===== src/rtl/seg7_pkg.sv =====
// Shared constants for the scanned 7-segment display: segment patterns {g,f,e,d,c,b,a}
// and digit count.
package seg7_pkg;

   localparam int unsigned NUM_DIGITS = 4;

   localparam logic [6:0] SEG_0     = 7'h3F;
   localparam logic [6:0] SEG_1     = 7'h06;
   localparam logic [6:0] SEG_2     = 7'h5B;
   localparam logic [6:0] SEG_3     = 7'h4F;
   localparam logic [6:0] SEG_4     = 7'h66;
   localparam logic [6:0] SEG_5     = 7'h6D;
   localparam logic [6:0] SEG_6     = 7'h7D;
   localparam logic [6:0] SEG_7     = 7'h07;
   localparam logic [6:0] SEG_8     = 7'h7F;
   localparam logic [6:0] SEG_9     = 7'h6F;
   localparam logic [6:0] SEG_DASH  = 7'h40;
   localparam logic [6:0] SEG_BLANK = 7'h00;

endpackage


===== src/rtl/seg7_scan_display_if.sv =====
// Digit-code input and segment/anode output bundle of the scanned display.
interface seg7_scan_display_if;
   import seg7_pkg::*;

   logic [3:0]            code;
   logic                  load;
   logic [6:0]            seg;
   logic [NUM_DIGITS-1:0] an;

   modport master (output code, output load, input seg, input an);
   modport slave  (input code, input load, output seg, output an);

endinterface


===== src/rtl/seg7_decode.sv =====
// Combinational digit-to-segment decoder; invalid entries blank, codes 10-15 show a dash.
module seg7_decode
   import seg7_pkg::*;
(
   input  logic [3:0] i_code,
   input  logic       i_valid,
   output logic [6:0] o_seg
);

   always_comb begin
      o_seg = SEG_BLANK;
      if (i_valid) begin
         case (i_code)
            4'd0:    o_seg = SEG_0;
            4'd1:    o_seg = SEG_1;
            4'd2:    o_seg = SEG_2;
            4'd3:    o_seg = SEG_3;
            4'd4:    o_seg = SEG_4;
            4'd5:    o_seg = SEG_5;
            4'd6:    o_seg = SEG_6;
            4'd7:    o_seg = SEG_7;
            4'd8:    o_seg = SEG_8;
            4'd9:    o_seg = SEG_9;
            default: o_seg = SEG_DASH;
         endcase
      end
   end

endmodule


===== src/rtl/seg7_scan_display.sv =====
// Four-digit scanned 7-segment driver: a shift-in digit history shown one digit at a time,
// each digit lit for SCAN_DIV cycles.
module seg7_scan_display
   import seg7_pkg::*;
#(
   parameter int unsigned SCAN_DIV = 50000
) (
   input  logic                 clk,
   input  logic                 rst,
   seg7_scan_display_if.slave   bus
);

   localparam int unsigned         CntW   = (SCAN_DIV > 1) ? $clog2(SCAN_DIV) : 1;
   localparam logic [CntW-1:0]     CntMax = CntW'(SCAN_DIV - 1);
   localparam logic [NUM_DIGITS-1:0] AnOne = NUM_DIGITS'(1);

   logic [CntW-1:0]       r_cnt;
   logic [1:0]            r_idx;
   logic [3:0]            r_dig [NUM_DIGITS];
   logic [NUM_DIGITS-1:0] r_vld;
   logic [6:0]            r_seg;
   logic [NUM_DIGITS-1:0] r_an;

   logic                  w_tick;
   logic [6:0]            w_seg;

   assign w_tick = (r_cnt == CntMax);

   // Decode sees pre-edge history, so a load on this edge shows up one cycle later.
   seg7_decode u_decode (
      .i_code  (r_dig[r_idx]),
      .i_valid (r_vld[r_idx]),
      .o_seg   (w_seg)
   );

   always_ff @(posedge clk) begin
      if (rst) begin
         r_cnt <= '0;
         r_idx <= '0;
         r_vld <= '0;
         r_seg <= SEG_BLANK;
         r_an  <= '1;
         for (int i = 0; i < int'(NUM_DIGITS); i++) begin
            r_dig[i] <= '0;
         end
      end else begin
         r_cnt <= w_tick ? '0 : r_cnt + 1'b1;
         if (w_tick) begin
            r_idx <= r_idx + 2'd1;
         end
         if (bus.load) begin
            r_dig[0] <= bus.code;
            for (int i = 1; i < int'(NUM_DIGITS); i++) begin
               r_dig[i] <= r_dig[i-1];
            end
            r_vld <= {r_vld[NUM_DIGITS-2:0], 1'b1};
         end
         r_seg <= w_seg;
         r_an  <= ~(AnOne << r_idx);
      end
   end

   assign bus.seg = r_seg;
   assign bus.an  = r_an;

endmodule

===== src/flat_wrapper.sv =====
// flat-port wrapper written by rule: the top's interface ports become plain ports
module seg7_scan_display_flat import seg7_pkg::*;
#(
   parameter int unsigned SCAN_DIV = 50000
)
  (clk, rst, bus_code, bus_load, bus_seg, bus_an);
  seg7_scan_display_if bus_i ();
  input  logic clk;
  input  logic rst;
  input wire logic [$bits(bus_i.code)-1:0] bus_code;
  input wire logic [$bits(bus_i.load)-1:0] bus_load;
  output wire logic [$bits(bus_i.seg)-1:0] bus_seg;
  output wire logic [$bits(bus_i.an)-1:0] bus_an;
  assign bus_i.code = bus_code;
  assign bus_i.load = bus_load;
  assign bus_seg = bus_i.seg;
  assign bus_an = bus_i.an;
  seg7_scan_display #(.SCAN_DIV(SCAN_DIV)) u_core (.clk(clk), .rst(rst), .bus(bus_i));
endmodule

===== config.mk =====
export PLATFORM = sky130hd
export DESIGN_NAME = seg7_scan_display_flat
export DESIGN_NICKNAME = d
export VERILOG_FILES = /design/src/rtl/seg7_pkg.sv /design/src/rtl/seg7_scan_display_if.sv /design/src/rtl/seg7_decode.sv /design/src/rtl/seg7_scan_display.sv /design/src/flat_wrapper.sv
export SDC_FILE = /design/constraint.sdc
export NUM_CORES = 1
export LEC_CHECK = 0
export CORE_ASPECT_RATIO = 0.5
export CORE_MARGIN = 3
export CORE_UTILIZATION = 39
export DETAILED_ROUTE_END_ITERATION = 16
export PLACE_DENSITY = 0.63
export SLEW_MARGIN = 40
export SYNTH_ARGS = -nofsm -noshare
export SYNTH_HDL_FRONTEND = slang
export SYNTH_SLANG_ARGS = --single-unit

===== constraint.sdc =====
create_clock -name clk -period 2.95 [get_ports clk]
set_input_delay 0.59 -clock clk [delete_from_list [all_inputs] [get_ports clk]]
set_output_delay 0.59 -clock clk [all_outputs]
set_load 0.05 [all_outputs]

# Yosys cells after proc, flatten, opt, wreduce, memory -nomap -nowiden
# Memories as Yosys holds them, arrays and structs flattened. A register that Yosys moved wholly into a read port is not among the register bits.
# Cells that the tools add are included.
# totals
memories	2
elab_cells	32
rom_bits	112
mem_bits_rw	16
inputBits	7
latch_bits	0
ff_bits	26
output_inout_bits	11
# op_classes
reduce_logical	2
div	0
shifts	1
addsub	2
order_cmp	1
n_mul	0
eq_ne	1
mux	13
bitwise_logic	6
# mem_list
name	words	word_bits	read_ports	rd_clocked_by_memory_dff	write_ports	line_no	source
(no name shown)	16	7	1	1	0	seg7_decode.sv:13	case (i_code)
u_core.r_dig	4	4	4	1	4	seg7_scan_display.sv:19	logic [3:0] r_dig [NUM_DIGITS];
# ops
op	count
$add A16 B1 Y16 const B	1
$eq A16 B16 Y1 const B	1
$mux W4	4
$mux W1	6
$mux W2	2
$not A4 Y4	1
$or A1 B1 Y1	4
$reduce_or A2 Y1	2
$shl A1 B2 Y4 const A	1
$lt A2 B3 Y1 const B	1
$add A2 B1 Y2 const B	1
$bmux W1 S2	1
$not A1 Y1	1

# Depth between registers and ports, before layout
# logic_depth
word_depth	4
ltp_mapped	8
mapped_depth_nobuf	7

# By module
# Synthesis repeated with hierarchy kept, for this count alone.
# unflattened
hier_cells	207
area_unflattened_um2	2259.7
# by_module_without_submodules
module	area_each_um2	cells_per_inst	n_inst	seq_area_each_um2
seg7_scan_display	2021.9	173	1	1181.1
seg7_decode	237.7	34	1	0.0

# Worst setup path before layout
# No wires, ideal clock.
# synth_timing
path_kind	register -> register
startpoint	register with a tool-made name
endpoint	register u_core.r_seg[4], in the netlist u_core.bus.seg[4]
required_ns	2.886
slack_ns	1.242
period_less_slack_ns	1.708
t_arrival_ns	1.643
path_stages_with_launch	8
cell_sequence	dfxtp_1 > mux4_1 > inv_1 > ha_1 > inv_1 > mux2i_1 > a22oi_1 > nor2_1
# synth_lines
element	line_no	source
to (decl)	seg7_scan_display.sv:21	logic [6:0] r_seg;

# Final worst setup path
# layout_timing
startpoint	register u_core.r_an[2], in the netlist u_core.bus.an[2]
endpoint	output bus_an[2]
# layout_lines
element	line_no	source
from (decl)	seg7_scan_display.sv:22	logic [NUM_DIGITS-1:0] r_an;
from (signal assigned)	seg7_scan_display.sv:59	r_an <= ~(AnOne << r_idx);
to (decl)	flat_wrapper.sv:13	output wire logic [$bits(bus_i.an)-1:0] bus_an;
# No word-level cell between the ends.

==> results.md <==
- Cell Int Power: 0.001119 W
- Antenna-violating nets left: 0
- Arr. time, crit path: around 1.4 ns
- DP HPWL: 2409 um
- Crit path buf inv count: 1
- Die area: roughly 0.0066 mm^2
- Layout Cells excl Fill: ~280
- Clock period minus worst slack: approximately 2.0 ns
- ANT cells: 0
- Area contributors post-synth: dfxtp_1 (32%), edfxtp_1 (22%), ha_1 (6.3%)
- Clock power share: a little under two fifths
- Row Count: 18
- Maximum VDD drop: 0.3481 mV
- Core area: just over 0.005 mm^2
- Setup ws final: between 0.9 and 1 ns
- Total GRT Usage: a little under an eighth
- Hold path startpoint: u_core.r_cnt[0]$_SDFF_PP0_
- Synth warn: 0
- Slowest stage delay, CP: 0.80 ns
- Final Cycle Share: 67.13%
- Switch share: 21.78%
- Placed insts: between 200 and 300
- Chip width: 112.2 um
- TNS Setup: 0 ns
- Reg area: 0.001181 mm^2
- H-tree levels: 2
- Final wirelength: roughly 3500 um
- Max Freq: approximately 500 MHz
- Footprint of the multi-input gates: 944.7 um^2
- Effective utilization at floorplan: a little over two fifths
- Worst Setup SP: u_core.bus.an[2]$_SDFF_PP1_
- Clock tree from TritonCTS: yes
- Yosys cell types: 32
- Grt total ovfl: 0
- Crit Path Category: register to primary output
- Sequential cell area fraction in the yosys report: 53.73%
- Mean post-synth cell area: 11.16 um^2
- Critical Path Sink Type: primary output
- Root buf cell: clkbuf_16
- Ports: 18
- Die height: between 50 and 60 um
- Post-route DRC: 0
- Port bufs: 17
- # clock sinks: slightly above 50
- Final hold vios: 0
- Resize count post-CTS: 0
- Fill cells: a little under 500
- Family with the most delay on the worst path: buffers and inverters
- Unrepaired setup endpoints after global routing: false
- Pin count of the biggest net entering global routing: 17
- Crit-path cells: clkdlybuf4s50_1
- Min-delay worst type: register to register
- Yosys top cell by area: dfxtp_1
- Drt wl/cell: about 12 um
- Synthesized area: ~0.0022 mm^2
- Max_slew headroom: between 60% and 70%
- Gate power share: 8.6%
- Vias in the first global route: 1337
- Worst-case clock buffer depth: 2
- Initial DRC Count: 61
- Switching pwr: ~0.00031 W
- Part of the power in registers: 53.4%
- Syn Nets: between 200 and 250
- DRT Pass-1 Iters: 4
- Postcts setup bufs: 0
- Power per Cell Area: between 500 and 600 mW/mm^2
- Worst skew pair latency: about 0.28 ns
- Worst path required time: ~2.4 ns
- Leakage: ~1 nW
- Outcome: finished clean
- CTS Hold Bufs: 0
- # Max-Cap Violations: 0
- Num CTS Buffers: 5
- Nature of the critical path startpoint: register
- Nets@finish: about 230
- Cells after Synth: around 200
- Max Clock Skew: roughly 0.0087 ns
- Crit Path Max Fanout: 1
- RePlAce Congestion: approximately 0.8
- Fin Hold WS: around 0.46 ns
- Setup slack at placement: 0.8170 ns
- Global-route wire length before repair: 6182 um
- Synth top area share: about a third
- Clk slew on worst S/H paths: ~0.070 ns
- #FFs+latches synth: 51
- Final setup fails: 0
- Max Transition Viols Final: 0
- DR vias: 1366
- Syn-to-layout area delta: 16.62%
- CP max stage cell: clkdlybuf4s50_1
- Antenna violations before repair: 0
- Slew @ Worst Pin: 0.5837 ns
- Layout cell share with drive strength beyond 1: 7.009%
- Number of vias per cell: around 4.8
[registers in the layout, indices dropped and copies added, names as in the netlist, named ones only]
register,count
u_core.r_cnt,16
u_core.r_dig,16
u_core.bus.seg,7
u_core.bus.an,4
u_core.r_vld,4
u_core.r_idx,2
[area by class of cell]
cell class | instances | area share, %
clock buffers | 7 | 5.222
flip-flops and latches | 51 | 46.07
multi-input cells | 128 | 36.85
repair buffers | 18 | 6.930
well taps | 70 | 3.416
clock inverters | 1 | 0.1952
inverters | 9 | 1.318
[cell families (layout without fill, tap and decap cells)]
logic type / count (synthesis) / after routing / share of synthesized area [%]
xor gates and xnor gates: 13 / 13 / 5.179
muxes: 10 / 10 / 7.570
adders and majority gates: 11 / 11 / 6.261
and+or+nand+nor: 80 / 80 / 20.03
buffers and inverters: 18 / 35 / 3.301
AOI/OAI and AO/OA: 14 / 14 / 3.927
DFF: 51 / 51 / 53.73
[placed cells by master (no fill, tap or decap), types with 3 or more instances in the layout]
master	n
clkdlybuf4s50_1	17
nand3_1	6
edfxtp_1	16
xor2_1	10
dfxtp_1	35
nand2b_1	8
a21oi_1	6
nand2_1	4
xnor2_1	3
and4_1	3
inv_1	9
clkbuf_16	5
mux4_2	4
nand4_1	5
ha_1	11
o32ai_1	3
and2_1	16
mux2i_1	5
nor2_1	26
[power by group through the flow]
stage                      logic, W  clock network [W]  registers [W]
after detailed placement   0.000123                  0       0.000779
after global routing       0.000137           0.000586       0.000768
after CTS                  0.000124           0.000554       0.000764
after global placement     0.000122                  0       0.000778
after floorplan           0.0000673                  0       0.000798
final                      0.000123           0.000544       0.000764
[routing by layer]
layer  up-vias  wire length (um)  global-route usage [%]
met3         5                97                   3.058
li1        706                 -                       -
met2        18              1570                   19.31
met5         -                 0                       0
met4         0                42                   3.596
met1       637              1774                   15.20
[cells in the mapped netlist]
cell       n
a21oi_1    6
a22oi_1    2
and2_1    16
and3_1     2
and4_1     3
and4b_1    1
buf_2      4
clkbuf_1   5
dfxtp_1   35
edfxtp_1  16
ha_1      11
inv_1      9
mux2i_1    5
mux4_1     1
mux4_2     4
nand2_1    4
nand2b_1   8
nand3_1    6
nand4_1    5
nor2_1    26
nor2_2     1
nor2b_1    2
nor2b_4    1
nor4_1     1
nor4bb_1   1
o21ai_0    2
o21ai_1    1
o32ai_1    3
or2_2      1
or3_1      2
xnor2_1    3
xor2_1    10
[worst paths after layout]
check                                  to  slack (ns)  cells past startpoint
min reg2reg    u_core.r_cnt[0]$_SDFF_PP0_        0.46                      1
max                             bus_an[2]        0.97                      1
min            u_core.r_cnt[0]$_SDFF_PP0_        0.46                      1
max reg2reg  u_core.bus.seg[4]$_SDFF_PP0_        1.05                      7
[per-stage QoR]
stage / total power, W / cell area (um^2) / util [%]
floorplan: 0.0008654 / 2198 / -
global placement: 0.0009000 / 2425 / 46.81
detailed placement: 0.0009029 / 2425 / 46.81
CTS: 0.001441 / 2564 / 49.49
global route: 0.001490 / 2564 / 49.49
finish: 0.001431 / 2564 / 49.49
(Power assumes the default switching activity.)
